**src/rtl/kmap_pkg.sv**
```systemverilog
// Shared definitions for the programmable truth-table engine: cfg_val encoding,
// sweep FSM states and the ones_cnt slice-offset helper.
package kmap_pkg;

  // cfg_val encoding: 00 = 0, 01 = 1, 1x = don't-care
  localparam logic [1:0]  CV_ZERO   = 2'b00;
  localparam logic [1:0]  CV_ONE    = 2'b01;
  localparam int unsigned CV_DC_BIT = 1;

  typedef enum logic [1:0] {
    S_IDLE  = 2'd0,
    S_SWEEP = 2'd1,
    S_DONE  = 2'd2
  } state_e;

  // Bit offset of function k's on-set counter inside the packed ones_cnt bus
  function automatic int unsigned cnt_off(input int unsigned k, input int unsigned n_in);
    return k * (n_in + 1);
  endfunction

endpackage

```
**src/rtl/kmap_fn_table.sv**
```systemverilog
// One function's truth table: a value bit and a don't-care bit per minterm.
// Ports:
//   clk, rst           clock, async active-high reset (clears table)
//   we, waddr          write strobe and minterm address
//   wval, wdc          value and don't-care bit to store
//   raddr_a            eval read address  -> rval_a_c, rdc_a_c (combinational)
//   raddr_b            sweep read address -> rval_b_c, rdc_b_c (combinational)
module kmap_fn_table #(
  parameter int unsigned N_IN = 4
) (
  input  logic            clk,
  input  logic            rst,
  input  logic            we,
  input  logic [N_IN-1:0] waddr,
  input  logic            wval,
  input  logic            wdc,
  input  logic [N_IN-1:0] raddr_a,
  input  logic [N_IN-1:0] raddr_b,
  output logic            rval_a_c,
  output logic            rdc_a_c,
  output logic            rval_b_c,
  output logic            rdc_b_c
);

  localparam int unsigned DEPTH = 1 << N_IN;

  logic [DEPTH-1:0] val_q, val_d;
  logic [DEPTH-1:0] dc_q,  dc_d;

  // Single write port
  always_comb begin
    val_d = val_q;
    dc_d  = dc_q;
    if (we) begin
      val_d[waddr] = wval;
      dc_d[waddr]  = wdc;
    end
  end

  always_ff @(posedge clk or posedge rst) begin
    if (rst) begin
      val_q <= '0;
      dc_q  <= '0;
    end else begin
      val_q <= val_d;
      dc_q  <= dc_d;
    end
  end

  // Reads see pre-write contents, giving read-before-write on a same-cycle collision
  assign rval_a_c = val_q[raddr_a];
  assign rdc_a_c  = dc_q[raddr_a];
  assign rval_b_c = val_q[raddr_b];
  assign rdc_b_c  = dc_q[raddr_b];

endmodule

```
**src/rtl/kmap_lut_engine.sv**
```systemverilog
// Programmable truth-table evaluator: N_FN functions of N_IN inputs with
// 0/1/don't-care minterms, single-cycle registered evaluation and an
// exhaustive sweep that counts each function's on-set.
// Ports:
//   clk, rst                         clock, async active-high reset
//   cfg_we/cfg_fn/cfg_addr/cfg_val   table write (IDLE only; cfg_fn >= N_FN ignored)
//   dc_fill                          per-function value used for don't-care minterms
//   in_valid/in_ready/in_x           evaluation request handshake and input vector
//   out_valid/out_f/out_dc           evaluation result, one cycle after accept
//   sweep_start/sweep_busy/sweep_done  sweep control and status
//   ones_cnt                         per-function on-set counts, N_IN+1 bits each
module kmap_lut_engine
  import kmap_pkg::*;
#(
  parameter  int unsigned N_IN = 4,
  parameter  int unsigned N_FN = 3,
  localparam int unsigned FNW  = (N_FN > 1) ? $clog2(N_FN) : 1
) (
  input  logic                     clk,
  input  logic                     rst,
  input  logic                     cfg_we,
  input  logic [FNW-1:0]           cfg_fn,
  input  logic [N_IN-1:0]          cfg_addr,
  input  logic [1:0]               cfg_val,
  input  logic [N_FN-1:0]          dc_fill,
  input  logic                     in_valid,
  output logic                     in_ready,
  input  logic [N_IN-1:0]          in_x,
  output logic                     out_valid,
  output logic [N_FN-1:0]          out_f,
  output logic [N_FN-1:0]          out_dc,
  input  logic                     sweep_start,
  output logic                     sweep_busy,
  output logic                     sweep_done,
  output logic [N_FN*(N_IN+1)-1:0] ones_cnt
);

  localparam int unsigned CW    = N_IN + 1;
  localparam int unsigned DEPTH = 1 << N_IN;
  localparam logic [N_IN-1:0] LAST = N_IN'(DEPTH - 1);

  state_e                   state_q, state_d;
  logic [N_IN-1:0]          cnt_q, cnt_d;
  logic                     in_ready_q, in_ready_d;
  logic                     out_valid_q, out_valid_d;
  logic [N_FN-1:0]          out_f_q, out_f_d;
  logic [N_FN-1:0]          out_dc_q, out_dc_d;
  logic                     busy_q, busy_d;
  logic                     done_q, done_d;
  logic [N_FN*CW-1:0]       ones_q, ones_d;

  logic                     wr_en;
  logic                     accept;
  logic                     wval;
  logic                     wdc;
  logic [N_FN-1:0]          tbl_we;
  logic [N_FN-1:0]          eval_val, eval_dc, eval_fill;
  logic [N_FN-1:0]          sw_val, sw_dc, sw_fill;

  assign wr_en  = cfg_we && (state_q == S_IDLE);
  assign accept = in_valid && in_ready_q;
  assign wdc    = cfg_val[CV_DC_BIT];
  assign wval   = (cfg_val == CV_ONE) && (cfg_val != CV_ZERO);

  // Per-function tables; an out-of-range cfg_fn matches no instance and is dropped
  for (genvar k = 0; k < N_FN; k++) begin : g_fn
    assign tbl_we[k] = wr_en && (cfg_fn == FNW'(k));

    kmap_fn_table #(.N_IN(N_IN)) u_tbl (
      .clk      (clk),
      .rst      (rst),
      .we       (tbl_we[k]),
      .waddr    (cfg_addr),
      .wval     (wval),
      .wdc      (wdc),
      .raddr_a  (in_x),
      .raddr_b  (cnt_q),
      .rval_a_c (eval_val[k]),
      .rdc_a_c  (eval_dc[k]),
      .rval_b_c (sw_val[k]),
      .rdc_b_c  (sw_dc[k])
    );
  end

  // Don't-care minterms take the live dc_fill bit
  assign eval_fill = (eval_dc & dc_fill) | (~eval_dc & eval_val);
  assign sw_fill   = (sw_dc & dc_fill)   | (~sw_dc & sw_val);

  // Next-state, sweep accumulation and evaluation capture
  always_comb begin
    state_d     = state_q;
    cnt_d       = cnt_q;
    ones_d      = ones_q;
    out_valid_d = accept;
    out_f_d     = out_f_q;
    out_dc_d    = out_dc_q;

    if (accept) begin
      out_f_d  = eval_fill;
      out_dc_d = eval_dc;
    end

    unique case (state_q)
      S_IDLE: begin
        if (sweep_start) begin
          state_d = S_SWEEP;
          cnt_d   = '0;
          ones_d  = '0;
        end
      end
      S_SWEEP: begin
        for (int unsigned k = 0; k < N_FN; k++) begin
          ones_d[cnt_off(k, N_IN) +: CW] = ones_q[cnt_off(k, N_IN) +: CW] + CW'(sw_fill[k]);
        end
        cnt_d = cnt_q + N_IN'(1);
        if (cnt_q == LAST) state_d = S_DONE;
      end
      S_DONE:  state_d = S_IDLE;
      default: state_d = S_IDLE;
    endcase

    // Status outputs are registered copies of the next state
    in_ready_d = (state_d == S_IDLE);
    busy_d     = (state_d != S_IDLE);
    done_d     = (state_d == S_DONE);
  end

  always_ff @(posedge clk or posedge rst) begin
    if (rst) begin
      state_q     <= S_IDLE;
      cnt_q       <= '0;
      in_ready_q  <= 1'b0;
      out_valid_q <= 1'b0;
      out_f_q     <= '0;
      out_dc_q    <= '0;
      busy_q      <= 1'b0;
      done_q      <= 1'b0;
      ones_q      <= '0;
    end else begin
      state_q     <= state_d;
      cnt_q       <= cnt_d;
      in_ready_q  <= in_ready_d;
      out_valid_q <= out_valid_d;
      out_f_q     <= out_f_d;
      out_dc_q    <= out_dc_d;
      busy_q      <= busy_d;
      done_q      <= done_d;
      ones_q      <= ones_d;
    end
  end

  assign in_ready   = in_ready_q;
  assign out_valid  = out_valid_q;
  assign out_f      = out_f_q;
  assign out_dc     = out_dc_q;
  assign sweep_busy = busy_q;
  assign sweep_done = done_q;
  assign ones_cnt   = ones_q;

endmodule

```
**config.mk**
```make
export PLATFORM = sky130hd
export DESIGN_NAME = kmap_lut_engine
export DESIGN_NICKNAME = d
export VERILOG_FILES = /design/src/rtl/kmap_pkg.sv /design/src/rtl/kmap_fn_table.sv /design/src/rtl/kmap_lut_engine.sv
export SDC_FILE = /design/constraint.sdc
export NUM_CORES = 1
export LEC_CHECK = 0
export CAP_MARGIN = 25
export CORE_ASPECT_RATIO = 1.75
export CORE_UTILIZATION = 45
export DETAILED_ROUTE_END_ITERATION = 16
export PLACE_DENSITY = 0.77
export SLEW_MARGIN = 15
export SYNTH_ARGS = -nofsm -noshare
export SYNTH_HDL_FRONTEND = slang
export SYNTH_HIERARCHICAL = 1
export SYNTH_SLANG_ARGS = --single-unit
```
**constraint.sdc**
```tcl
create_clock -name clk -period 2.2 [get_ports clk]
set_input_delay 0.55 -clock clk [delete_from_list [all_inputs] [get_ports clk]]
set_output_delay 0.55 -clock clk [all_outputs]
set_load 0.03 [all_outputs]
```
* Word level (Yosys, flattened, before mapping)
Index checks and enable logic that the tools add are counted.
** Storage, ports and cells
- Flip-flop bits (word level) :: 127
- Bits in latches :: 0
- Bits in writable memories :: 0
- Memory bits (read-only) :: 0
- Input bits :: 20
- Output and inout bits :: 25
- Memories kept :: 0
** Cells by class
- Add/sub/neg operators :: 4
- $mul :: 0
- Div/mod/pow operators :: 0
- $lt $le $gt $ge :: 4
- Equality and inequality tests :: 7
- Shift-type cells :: 0
- Muxes and demuxes :: 39
- Bitwise logic cells :: 8
- Reduce and logical (&&, ||, !) cells :: 14
** Operators with widths (number)
- bitwise mux 16 bit :: 6
- binary-select mux 1 bit (select 4 bit) :: 12
- one-hot mux 15 bit (2 select lines) :: 1
- adder 5 x 1 -> 5 bit :: 3
- less-than comparator 4 x 5 -> 1 bit, second input constant :: 3
- two-way mux 15 bit :: 1
- two-way mux 1 bit :: 13
- AND 3 bit :: 4
- one-hot mux 4 bit (2 select lines) :: 1
- logical AND 1 bit :: 7
- == test 2 x 1 -> 1 bit, second input constant :: 3
- zero test 2 bit :: 3
- NOT 3 bit :: 2
- OR 3 bit :: 2
- nonzero test 2 bit :: 3
- adder 4 x 1 -> 4 bit, second input constant :: 1
- demux 1 bit (select 4 bit) :: 1
- == test 2 bit, second input constant :: 2
- == test 4 bit, second input constant :: 1
- >= comparator 4 x 1 -> 1 bit, second input constant :: 1
- two-way mux 2 bit :: 2
- two-way mux 4 bit :: 1
- one-hot mux 2 bit (2 select lines) :: 1
- inequality test 2 bit, second input constant :: 1
- AND reduction 2 bit :: 1

* Logic depth before layout (Yosys ltp)
Gate-level depths: netlist of the first run.
- Word-level depth :: 7
- Depth in mapped cells :: 9
- Mapped depth without buffers :: 8

* Hierarchy
The synthesis of the first run kept the hierarchy.
** Modules (own cells, without submodules)
- kmap_fn_table :: times used 3, cells each 133, area an instance 1850.5 sq um, sequential area each 800.8 sq um
- kmap_lut_engine :: times used 1, cells each 132, area an instance 1491.4 sq um, sequential area each 775.7 sq um

* Worst setup path before layout of the first run
Ideal clock, no wire load.
- Path type :: register to register
- From :: register cnt_q[0]
- To :: register ones_q[7] (netlist: ones_cnt[7])
- Library setup time :: 77 ps
- Arrival time :: 2330 ps
- Required time :: 2123 ps
- Path slack :: -208 ps
- Stages on the path, launching flop included :: 10
- Buffers on the path :: 1
- Path through :: dfrtp_1 > buf_6 > mux4_1 > a22oi_1 > nand3_1 > mux2_2 > ha_1 > ha_1 > o21a_1 > a21oi_1
** On the way
- Cells in the longest elaborated chain, start to end :: 7
- Elaborated cells between the ends (all ways) :: 10
** RTL lines
- start, declared :: line kmap_lut_engine.sv:43 : logic [N_IN-1:0] cnt_q, cnt_d;
- start signal, assigned :: line kmap_lut_engine.sv:141 : cnt_q <= cnt_d;
- binary-select mux 1 bit (select 4 bit) * :: line kmap_fn_table.sv:54 : assign rdc_b_c = dc_q[raddr_b];
- two-way mux 1 bit (implied by the code) * :: line kmap_fn_table.sv:54
- named net sw_dc[1] :: line kmap_lut_engine.sv:58 : logic [N_FN-1:0] sw_val, sw_dc, sw_fill;
- NOT 3 bit :: line kmap_lut_engine.sv:87 : assign sw_fill = (sw_dc & dc_fill) | (~sw_dc & sw_val);
- AND 3 bit :: line kmap_lut_engine.sv:87
- OR 3 bit * :: line kmap_lut_engine.sv:87
- adder 5 x 1 -> 5 bit * :: line kmap_lut_engine.sv:113 : ones_d[cnt_off(k, N_IN) +: CW] = ones_q[cnt_off(k, N_IN) +: CW] + CW'(sw_fill[k]);
- one-hot mux 15 bit (2 select lines) * :: line kmap_lut_engine.sv:103 : unique case (state_q)
- end signal, assigned :: line kmap_lut_engine.sv:148 : ones_q <= ones_d;
- end, declared :: line kmap_lut_engine.sv:50 : logic [N_FN*CW-1:0] ones_q, ones_d;
The timed path passes the listed nets; every way through them passes the cells marked *. The select of a mux whose other input is x is not followed.
A chain may end at the register's enable or synchronous reset.

* Worst setup path in the final report of the first run
Same ends and word-level chain as after synthesis.

==> results.md, run 1 <==
* Mapped Area at around 7000 um2
* Startpoint Class: flip-flop
* PortBufs at 44
* Crit-path cells: buf_4, buf_12, mux4_2, a22oi_2, nand3_1, mux2_2, ha_2, ha_2, o21a_1, a21oi_1
* Syn nets at approximately 560
* TritonCTS clock tree: built
* Min-delay worst type: flip-flop to flip-flop
* Fin nets at between 600 and 700
* Internal at about 5.5 mW
* Filler cells at about 1200
* RSZ-0062 raised after global routing: true
* IO Pins at 45
* Lkg Pwr at 4.205 nW
* Metal2 WL at roughly 10 mm
* Sequential fraction of the synthesis area at about 45%
* Setup CP Type: flip-flop to flip-flop
* Sw Share at roughly 32%
* Post-Syn Area per Cell at between 10 and 15 um2
* Cell at the slowest stage of the critical path: mux4_2
* Tmin final at approximately 2.5 ns
* DR WL/cell at between 20 and 25 um
* Iter 0 DRT Violations at about 420
* Layout cells sized above 1 at between 30% and 40%
* Die Wd at between 90 and 100 um
* Max Cap Viol at 0
* P_sw at around 2.6 mW
* First-pass GRT wire length at about 29 mm
* Drt pass-1 iters at 5
* Overall Global Routing Usage at 24.28%
* CP required at roughly 2.6 ns
* Slew @ Worst Pin at roughly 0.96 ns
* Area growth, synth to finish at 26.56%
* Hold Violations, Final at 0
* Cells after Synth at roughly 530
* R2R setup slack at -0.30 ns
* Antenna violations before repair at 0
* Crit. End Element: flip-flop
* Global route overflow at 0
* Post-DP HPWL at around 12 mm
* Final ANT Viol Nets at 0
* Setup violations, final at 13
* Site Rows at 60
* H-tree depth at 4
* Number of synthesized register bits at ~130
* CP dominant cell by count: ha_2
* Crit Path Max Fanout at 11
* Final WL at 18.54 mm
* Worst clock skew at just over 0.008 ns
* Critical Path Start: cnt_q[0]$_DFFE_PP0P_
* Worst reg2reg path startpoint: cnt_q[0]$_DFFE_PP0P_
* Residual DRC at 0
* Pins Over Slew Limit at 0
* Met3 routed WL at ~1.2 mm
* Worst hold start: ones_cnt[4]$_DFFE_PP0P_
* Slew Limit Headroom at between 30% and 40%
* Clk_lat worst skew at around 0.42 ns
* Fin crit share at 113.7%
* Fmax at roughly 400 MHz
* Die extent in y at ~170 um
* Failing checks: negative setup slack
* CP max stage delay at 0.51 ns
* Initial Util at 45.99%
* Ant diodes at 0
* Clk root buf: clkbuf_16
* Synth unique cells at 34
* Clock power share at a little over a third
* Top layer in use: met4
* Placer Congestion at around 0.88
* Reg clk slew, reported paths at 0.06 ns
* Worst Slack Setup Final at -0.3020 ns
* Placed Area at approximately 8000 um2
* DR vias at 5212
* CTS sink count at around 130
* Status: finished with violations
* Seq pwr share at between 30% and 40%
* Comb pwr share at a little under a third
* Die area at between 15000 and 20000 um2
* Most common library cell in the layout ignoring fill and taps: dfrtp_1
* Total CTS buffers at 17
* Area of the core at 15310 um2
* Arr. time, crit path at ~2.9 ns
* Vias/cell at 6.220
* Largest net degree at the start of global routing at 49
* Maximum clock path buffer count at 2
* P per Cell Area at a little over 900 nW/um2
* Cell area after layout at slightly below 9000 um2
* Max VDD drop at slightly above 600 uV
* WL met1 at roughly 6.2 mm
* TNS Setup at -2.410 ns
* Commonest cells after routing, fill and taps aside: dfrtp_1, mux2_2, buf_4, clkdlybuf4s50_1, nand2_1
* Vias in the first global route at between 5000 and 6000
* Ys Warns at 6
[cell usage after synthesis]
library cell | n | share of area [%]
mux2_2 | 102 | 16
nand2b_1 | 15 | 1.3
nor2b_1 | 14 | 1.2
clkbuf_1 | 6 | 0.32
nor3b_1 | 5 | 0.53
or2b_1 | 1 | 0.11
o21a_1 | 3 | 0.32
o21ai_2 | 1 | 0.12
nor2_1 | 39 | 2.1
ha_1 | 7 | 1.2
buf_2 | 8 | 0.57
or3b_1 | 1 | 0.12
nand4_1 | 7 | 0.62
and3_1 | 3 | 0.27
mux4_2 | 12 | 3.8
dfrtp_1 | 127 | 45
a22oi_1 | 12 | 1.3
mux4_1 | 36 | 13
buf_4 | 1 | 0.11
buf_12 | 1 | 0.28
o21ai_0 | 4 | 0.28
nand3_1 | 28 | 2.0
or3_1 | 6 | 0.53
nand2_2 | 2 | 0.18
mux2i_1 | 10 | 1.4
nand3b_1 | 7 | 0.75
nor3_1 | 1 | 0.071
a41oi_1 | 1 | 0.12
buf_6 | 7 | 1.1
a21oi_1 | 6 | 0.43
nand2_1 | 43 | 2.3
o21bai_1 | 1 | 0.11
inv_1 | 6 | 0.32
nand3_2 | 8 | 1.1
[final timing paths]
kind / endpoint / depth (start not counted)
max: ones_cnt[7]$_DFFE_PP0P_ / 10
min: ones_cnt[4]$_DFFE_PP0P_ / 1
max reg2reg: ones_cnt[7]$_DFFE_PP0P_ / 10
min reg2reg: ones_cnt[4]$_DFFE_PP0P_ / 1
max in group asynchronous: cnt_q[0]$_DFFE_PP0P_ / 3
min in group asynchronous: g_fn[2].u_tbl/dc_q[9]$_DFFE_PP0P_ / 3
[power groups by stage]
| stage | sequential (mW) | combinational (mW) | clock (mW) |
|---|---|---|---|
| floorplan | 3.01 | 1.20 | 0 |
| global placement | 2.83 | 2.14 | 0 |
| detailed placement | 2.85 | 2.22 | 0 |
| CTS | 2.82 | 2.33 | 2.87 |
| global route | 2.86 | 2.58 | 2.97 |
| finish | 2.84 | 2.44 | 2.83 |
[worst max-delay path: cells and delay by family, from the launching register on]
family	cells	cell delay [ns]
AOI/OAI and AO/OA	3	0.49
buffers and inverters	2	0.27
and+or+nand+nor	1	0.11
adders and majority gates	2	0.36
muxes	2	0.80
DFF	1	0.39
[final cells by class]
cell class	instances	area (um2)	share of cell area, %
clock buffer	19	432.9	4.857
clock inverter	13	165.2	1.853
inverter	6	22.52	0.2527
multi-input combinational	375	3744	42.00
sequential	127	3179	35.67
tap	186	232.7	2.611
timing repair buffer	112	1137	12.76
[stage by stage]
step	utilization (%)	setup WS (ns)	total power [mW]	hold slack, ns	instances
after floorplan	-	-0.09706	4.204	0.4861	531
after global placement	53.50	-0.3713	4.973	0.4600	803
after detailed placement	53.50	-0.4096	5.071	0.4748	803
after CTS	57.62	-0.2918	8.016	0.4848	837
after global routing	58.20	-0.3650	8.410	0.5041	838
final	58.20	-0.3020	8.104	0.4757	838
[logic make-up (layout without fill, tap and decap cells)]
group | after synthesis | count (layout) | synth area share [%]
multiplexers | 160 | 160 | 35.00
flip-flops | 127 | 127 | 45.12
AO/OA/AOI/OAI | 28 | 28 | 2.665
adder cells (fa/ha/maj) | 7 | 7 | 1.244
buffers and inverters | 29 | 150 | 2.718
AND/OR/NAND/NOR | 180 | 180 | 13.25
[flip-flops by register name (all words and copies together) (netlist names)]
name	count
out_dc	3
g_fn.u_tbl/val_q	48
out_f	3
ones_cnt	15
sweep_done	1
cnt_q	4
sweep_busy	1
in_ready	1
g_fn.u_tbl/dc_q	48
out_valid	1
state_q	2
[metal layers]
layer	track usage, %	vias to the layer above
li1	-	2214
met1	26.06	2627
met2	41.76	271
met4	16.11	0
met5	0	-
met3	4.814	100
[repair_timing]
item | in CTS | in global routing
buffers inserted | 2 | 0
resized for setup | 12 | 17
cloned | 0 | 1
hold buffers | 0 | 0
endpoints found under the setup margin | 27 | 35
pin swaps | 0 | 1
Power figures use the tool's default switching activity.
==> inputs of run 2 (changes only) <==
--- a/config.mk
+++ b/config.mk
@@ -7,11 +7,12 @@
 export LEC_CHECK = 0
 export CAP_MARGIN = 25
 export CORE_ASPECT_RATIO = 1.75
-export CORE_UTILIZATION = 45
+export CORE_UTILIZATION = 40
 export DETAILED_ROUTE_END_ITERATION = 16
-export PLACE_DENSITY = 0.77
+export PLACE_DENSITY = 0.71
 export SLEW_MARGIN = 15
 export SYNTH_ARGS = -nofsm -noshare
 export SYNTH_HDL_FRONTEND = slang
 export SYNTH_HIERARCHICAL = 1
 export SYNTH_SLANG_ARGS = --single-unit
+export TNS_END_PERCENT = 1
==> run 2 against run 1 <==
The run still ends with negative setup slack left. Register-to-register slack lost 0.05 ns. Final area is 1.8% higher. Core utilization is 5.1 points lower. Sequential share of layout area shrank 0.64 points. Global-route usage decreased by 2.6 points. First-iteration DRC count shrank 39%. Clock power is 7% higher. Sequential cell count stayed put. Non-clock buffer count up 10.
==> results.md, run 2 (synthesis gave the netlist of run 1 again) <==
* Die Wd at 102.3 um (was 96.57 um)
* Post-Place Cells at 856 (was 803)
* CTS Hold Bufs at 0 (unchanged)
* TritonCTS clock tree: built (unchanged)
* Area of the multi-input gates at 3740 um2 (was 3744 um2)
* Max VDD drop at 486.3 uV (was 620.8 uV)
* Setup CP Type: flip-flop to flip-flop (unchanged)
* Startpoint Class: flip-flop (unchanged)
* Failing checks: negative setup slack (unchanged)
* Worst r2r path cells at 9 (was 10)
* Residual DRC at 0 (unchanged)
* Clk_lat worst skew at 0.41 ns (was 0.42 ns)
* Die area at 18160 um2 (was 16180 um2)
* Filler cells at 1425 (was 1179)
* Final ANT Viol Nets at 0 (unchanged)
* Lkg Pwr at 4.294 nW (was 4.205 nW)
* Post-DP HPWL at 12.91 mm (was 12.28 mm)
* Worst Slack Setup Final at -0.3564 ns (was -0.3020 ns)
* Iter 0 DRT Violations at 256 (was 421)
* Status: finished with violations (unchanged)
* Setup violations, final at 14 (was 13)
* Worst reg2reg path startpoint: cnt_q[0]$_DFFE_PP0P_ (unchanged)
* Final WL at 18.36 mm (was 18.54 mm)
* Hold slack at 0.4672 ns (was 0.4757 ns)
* Non-Filler Instances at 889 (was 838)
* CP max stage delay at 0.55 ns (was 0.51 ns)
* Clk root buf: clkbuf_16 (unchanged)
* Reg clk slew, reported paths at 0.06 ns (about the same)
* Worst clock skew at 0.005678 ns (was 0.008170 ns)
* Area of the core at 17110 um2 (was 15310 um2)
* R2R setup slack at -0.36 ns (was -0.30 ns)
* Fin nets at 676 (was 666)
* Maximum clock path buffer count at 2 (unchanged)
* Overall Global Routing Usage at 21.64% (was 24.28%)
* Worst hold start: ones_cnt[4]$_DFFE_PP0P_ (unchanged)
* Pins Over Slew Limit at 0 (unchanged)
* Initial Util at 41.17% (was 45.99%)
* Min-delay worst type: flip-flop to flip-flop (unchanged)
* CP dominant cell by count: ha_4 (was ha_2)
* CP required at 2.54 ns (was 2.55 ns)
* RSZ-0062 raised after global routing: true (unchanged)
* DR vias at 5177 (was 5212)
* Tmin final at 2.556 ns (was 2.502 ns)
* Site Rows at 63 (was 60)
* Max Cap Viol at 0 (unchanged)
* Die extent in y at 177.5 um (was 167.5 um)
* Hold path endpoint: ones_cnt[4]$_DFFE_PP0P_ (unchanged)
* Post-place setup slack at -0.3800 ns (was -0.4096 ns)
* Vias in the first global route at 5574 (was 5554)
* Slew Limit Headroom at 38.07% (was 36.01%)
* R2r endpoint: ones_cnt[14]$_DFFE_PP0P_ (was ones_cnt[7]$_DFFE_PP0P_)
* Most common library cell in the layout ignoring fill and taps: dfrtp_1 (unchanged)
* Hold Violations, Final at 0 (unchanged)
* Placer Congestion at 0.8652 (was 0.8804)
* Fin util at 53.06% (was 58.20%)
* Total CTS buffers at 17 (unchanged)
* Slew @ Worst Pin at 0.9248 ns (was 0.9556 ns)
* Critical Path Start: cnt_q[0]$_DFFE_PP0P_ (unchanged)
* DR WL/cell at 20.66 um (was 22.12 um)
* Drt pass-1 iters at 5 (unchanged)
* H-tree depth at 4 (unchanged)
* Antenna violations before repair at 0 (unchanged)
* Hold depth at 1 (unchanged)
* Layout cells sized above 1 at 39.27% (was 39.11%)
* Fin crit share at 116.2% (was 113.7%)
* IO Pins at 45 (unchanged)
* TNS Setup at -2.891 ns (was -2.410 ns)
* Global route overflow at 0 (unchanged)
* PortBufs at 44 (unchanged)
* Crit. End Element: flip-flop (unchanged)
* CTS sink count at 127 (unchanged)
* Cell at the slowest stage of the critical path: mux4_2 (unchanged)
* Area growth, synth to finish at 28.87% (was 26.56%)
* Crit-path cells: buf_12, mux4_2, a22oi_2, nand3_1, mux2_4, ha_4, ha_4, nand4_1, mux2i_1 (was buf_4, buf_12, mux4_2, a22oi_2, nand3_1, mux2_2, ha_2, ha_2, o21a_1, a21oi_1)
* Ant diodes at 0 (unchanged)
* Seq. cell area at 3179 um2 (unchanged)
* Largest net degree at the start of global routing at 49 (unchanged)
* First-pass GRT wire length at 28.84 mm (was 28.79 mm)
* Vias/cell at 5.823 (was 6.220)
* Fmax at 391.2 MHz (was 399.7 MHz)
* P per Cell Area at 910.1 nW/um2 (was 909.2 nW/um2)
* Crit Path Max Fanout at 8 (was 11)
* Commonest cells after routing, fill and taps aside: dfrtp_1, mux2_2, buf_4, clkdlybuf4s50_1, nand2_1 (unchanged)
* Arr. time, crit path at 2.89 ns (was 2.85 ns)
run 2: cell count changes in the layout (fill, tap and decap cells not counted), sizes merged:
cell           delta
clkinvlp          +1
dlymetal6s2s      -1
clkinv            -3
clkbuf            -1
bufinv            +1
clkdlybuf4s50     +1
inv               +1
buf              +11
run 2: per-layer routing:
layer / GRT usage (%) / up-vias / routed length (um)
met5: 0 / - / 0
met4: 13.45 / 0 / 849
met3: 4.096 / 70 / 807
met2: 39.37 / 220 / 10200
met1: 22.22 / 2646 / 6503
li1: - / 2241 / -
run 2: final cells by class:
cell class                      instances  share of cell area, %
Clock buffer                           19                  4.990
Clock inverter                         13                  2.040
Inverter                                6                 0.2481
Multi-Input combinational cell        375                  41.20
Sequential cell                       127                  35.03
Tap cell                              227                  3.129
Timing Repair Buffer                  122                  13.36
run 2: timing repair:
item | 4_1_cts | 5_1_grt
pin swaps | 4 | 3
resized for setup | 9 | 14
cloned | 0 | 0
endpoints found under the setup margin | 20 | 21
buffers inserted | 1 | 0
endpoints found under the hold margin | 0 | 0
run 2: worst max-delay path by stage:
stage                               endpoint  slack (ns)  cells after the start
floorplan            ones_cnt[7]$_DFFE_PP0P_        -0.1                      9
global placement        out_f[0]$_DFFE_PP0P_       -0.34                      8
detailed placement      out_f[0]$_DFFE_PP0P_       -0.38                      8
CTS                  ones_cnt[7]$_DFFE_PP0P_       -0.35                      9
global route        ones_cnt[14]$_DFFE_PP0P_       -0.41                      9
finish              ones_cnt[14]$_DFFE_PP0P_       -0.36                      9
run 2: stage by stage:
stage	area (um2)	power [mW]
finish	9076	8.260
global route	9076	8.574
CTS	9039	8.228
detailed placement	8347	5.149
global placement	8347	5.051
floorplan	7048	4.204
run 2: worst max-delay path: cells and delay by family, from the launching register on:
family | cells | cell delay (ns)
and+or+nand+nor | 2 | 0.26
AOI/OAI and AO/OA | 1 | 0.17
buffers and inverters | 1 | 0.16
muxes | 3 | 1.11
DFF | 1 | 0.45
adders and majority gates | 2 | 0.34
run 2: power breakdown:
group / total [mW] / internal (mW) / switching [mW]
Clock: 3.02 / 1.96 / 1.06
Sequential: 2.82 / 2.59 / 0.231
Combinational: 2.42 / 1.16 / 1.27
Total: 8.26 / 5.70 / 2.56
==> inputs of run 3 (changes only) <==
==> constraint.sdc (replaced) <==
create_clock -name clk -period 2.2 [get_ports clk]
set_input_delay 0.44 -clock clk [delete_from_list [all_inputs] [get_ports clk]]
set_output_delay 0.44 -clock clk [all_outputs]
set_load 0.03 [all_outputs]
==> run 3 against run 2 <==
The flow still finishes with violations (negative setup slack). Wire length fell by 0.29%. Combinational power grew 2%. First-iteration DRC count rose by 17%. Clock-buffer cell count did not move. Critical path type unchanged.
==> results.md, run 3 (synthesis gave the netlist of run 1 again) <==
* Final WL at 18.31 mm (was 18.36 mm)
* Residual DRC at 0 (unchanged)
* Status: finished with violations (unchanged)
* Max VDD drop at 543.4 uV (was 486.3 uV)
* DR WL/cell at 20.88 um (was 20.66 um)
* Tmin final at 2.518 ns (was 2.556 ns)
* CTS sink count at 127 (unchanged)
* Comb pwr share at 30.8% (was 29.4%)
* Most common library cell in the layout ignoring fill and taps: dfrtp_1 (unchanged)
* Overall Global Routing Usage at 21.84% (was 21.64%)
* Met3 routed WL at 849 um (was 807 um)
* Vias/cell at 5.784 (was 5.823)
* CP required at 2.55 ns (was 2.54 ns)
* Site Rows at 63 (unchanged)
* First-pass GRT wire length at 29.36 mm (was 28.84 mm)
* Worst hold start: ones_cnt[4]$_DFFE_PP0P_ (unchanged)
* DR vias at 5073 (was 5177)
* Die extent in y at 177.5 um (unchanged)
* IO Pins at 45 (unchanged)
* Drt pass-1 iters at 4 (was 5)
* Setup violations, final at 15 (was 14)
* CTS Hold Bufs at 0 (unchanged)
* Sw Share at 32.82% (was 31.00%)
* Metal2 WL at 10.08 mm (was 10.20 mm)
* Fin util at 52.30% (was 53.06%)
* R2R setup slack at -0.32 ns (was -0.36 ns)
* Fin crit share at 114.4% (was 116.2%)
* Layout cells sized above 1 at 37.85% (was 39.27%)
* Area growth, synth to finish at 27.02% (was 28.87%)
* Worst Slack Setup Final at -0.3175 ns (was -0.3564 ns)
* Pins Over Slew Limit at 0 (unchanged)
* Lkg Pwr at 4.211 nW (was 4.294 nW)
* Top layer in use: met4 (unchanged)
* Ant diodes at 0 (unchanged)
* Worst clock skew at 0.01022 ns (was 0.005678 ns)
* Max Cap Viol at 0 (unchanged)
* Arr. time, crit path at 2.87 ns (was 2.89 ns)
* WL met1 at 6.527 mm (was 6.503 mm)
* Iter 0 DRT Violations at 300 (was 256)
* Clk_lat worst skew at 0.43 ns (was 0.41 ns)
* Placer Congestion at 0.9252 (was 0.8652)
* Die area at 18160 um2 (unchanged)
* Hold path endpoint: ones_cnt[4]$_DFFE_PP0P_ (unchanged)
* Antenna violations before repair at 0 (unchanged)
* Startpoint Class: flip-flop (unchanged)
* Clk root buf: clkbuf_16 (unchanged)
* PortBufs at 44 (unchanged)
* TritonCTS clock tree: built (unchanged)
* Slew @ Worst Pin at 0.6134 ns (was 0.9248 ns)
* Hold depth at 1 (unchanged)
* RSZ-0062 raised after global routing: true (unchanged)
* Worst r2r path cells at 9 (unchanged)
* Initial Util at 41.17% (unchanged)
* Failing checks: negative setup slack (unchanged)
* R2r endpoint: ones_cnt[12]$_DFFE_PP0P_ (was ones_cnt[14]$_DFFE_PP0P_)
* H-tree depth at 4 (unchanged)
* Die Wd at 102.3 um (unchanged)
* Min-delay worst type: flip-flop to flip-flop (unchanged)
* Maximum clock path buffer count at 2 (unchanged)
* Commonest cells after routing, fill and taps aside: dfrtp_1, mux2_2, buf_4, clkdlybuf4s50_1, nand2_1 (unchanged)
* Reg clk slew, reported paths at 0.06 ns (about the same)
* Internal at 5.408 mW (was 5.699 mW)
* Vias in the first global route at 5630 (was 5574)
* Worst reg2reg path startpoint: cnt_q[0]$_DFFE_PP0P_ (unchanged)
* Setup CP Type: flip-flop to flip-flop (unchanged)
* Clock power share at 34.1% (was 36.5%)
* Slew Limit Headroom at 59.10% (was 38.07%)
* Fmax at 397.2 MHz (was 391.2 MHz)
* Area of the core at 17110 um2 (unchanged)
* P_sw at 2.642 mW (was 2.561 mW)
* Final ANT Viol Nets at 0 (unchanged)
* Fin nets at 664 (was 676)
* Crit Path Max Fanout at 8 (unchanged)
* Global route overflow at 0 (unchanged)
* Total CTS buffers at 17 (unchanged)
* Crit. End Element: flip-flop (unchanged)
* Seq pwr share at 35.1% (was 34.1%)
* Post-place setup slack at -0.2871 ns (was -0.3800 ns)
* Largest net degree at the start of global routing at 49 (unchanged)
* Post-DP HPWL at 12.62 mm (was 12.91 mm)
* Critical Path Start: cnt_q[0]$_DFFE_PP0P_ (unchanged)
* Hold Violations, Final at 0 (unchanged)
* P per Cell Area at 899.8 nW/um2 (was 910.1 nW/um2)
[run 3: metal layers]
layer	global-route usage, %	vias up
met3	3.623	54
li1	-	2227
met4	14.82	0
met1	22.63	2606
met2	39.29	186
met5	0	-
[run 3: timing repair]
item / in CTS / in global routing
setup buffers: 2 / 2
resized for setup: 2 / 18
cloned: 0 / 2
endpoints found under the setup margin: 20 / 29
pin swaps: 1 / 6
[run 3: cell type report]
cell class / instances / area (um2)
clock buffer: 19 / 452.9
clock inverter: 13 / 126.4
fill: 1453 / 8159
inverter: 6 / 22.52
multi-input combinational: 375 / 3765
sequential: 127 / 3179
tap: 227 / 284.0
timing repair buffer: 110 / 1116
[run 3: through the flow]
stage                     hold WS (ns)  cells  total power, mW  cell area [um2]  TNS [ns]
after CTS                       0.4802    873            7.860             8797    -1.995
final                           0.4748    877            8.050             8946    -2.657
after global routing            0.5294    877            8.401             8946    -3.697
after floorplan                 0.4861    531            4.204             7048   -0.5361
after detailed placement        0.4723    839            5.061             8194    -8.989
after global placement          0.4606    839            4.980             8194    -6.608
[run 3: how the worst max path moves through the flow]
| stage | endpoint | slack [ns] | depth (start not counted) |
|---|---|---|---|
| finish | ones_cnt[12]$_DFFE_PP0P_ | -0.32 | 9 |
| global route | ones_cnt[12]$_DFFE_PP0P_ | -0.38 | 9 |
| CTS | ones_cnt[12]$_DFFE_PP0P_ | -0.30 | 9 |
| detailed placement | ones_cnt[7]$_DFFE_PP0P_ | -0.29 | 9 |
| global placement | out_dc[1]$_DFFE_PP0P_ | -0.25 | 6 |
| floorplan | ones_cnt[7]$_DFFE_PP0P_ | -0.1 | 9 |
[run 3: worst max-delay path, cell delays in order (launching register included)]
cell	delay (ns)
dfrtp_2	0.47
buf_12	0.17
mux4_2	0.51
a22oi_2	0.17
nand3_1	0.13
mux2_4	0.35
ha_4	0.18
ha_4	0.16
o21a_1	0.19
a21oi_2	0.11
[run 3: power by group through the flow]
stage               Clock, mW  Combinational (mW)  Sequential, mW
floorplan                   0                1.20            3.01
global placement            0                2.17            2.81
detailed placement          0                2.23            2.83
CTS                      2.79                2.28            2.79
global route             2.89                2.65            2.86
finish                   2.74                2.48            2.83
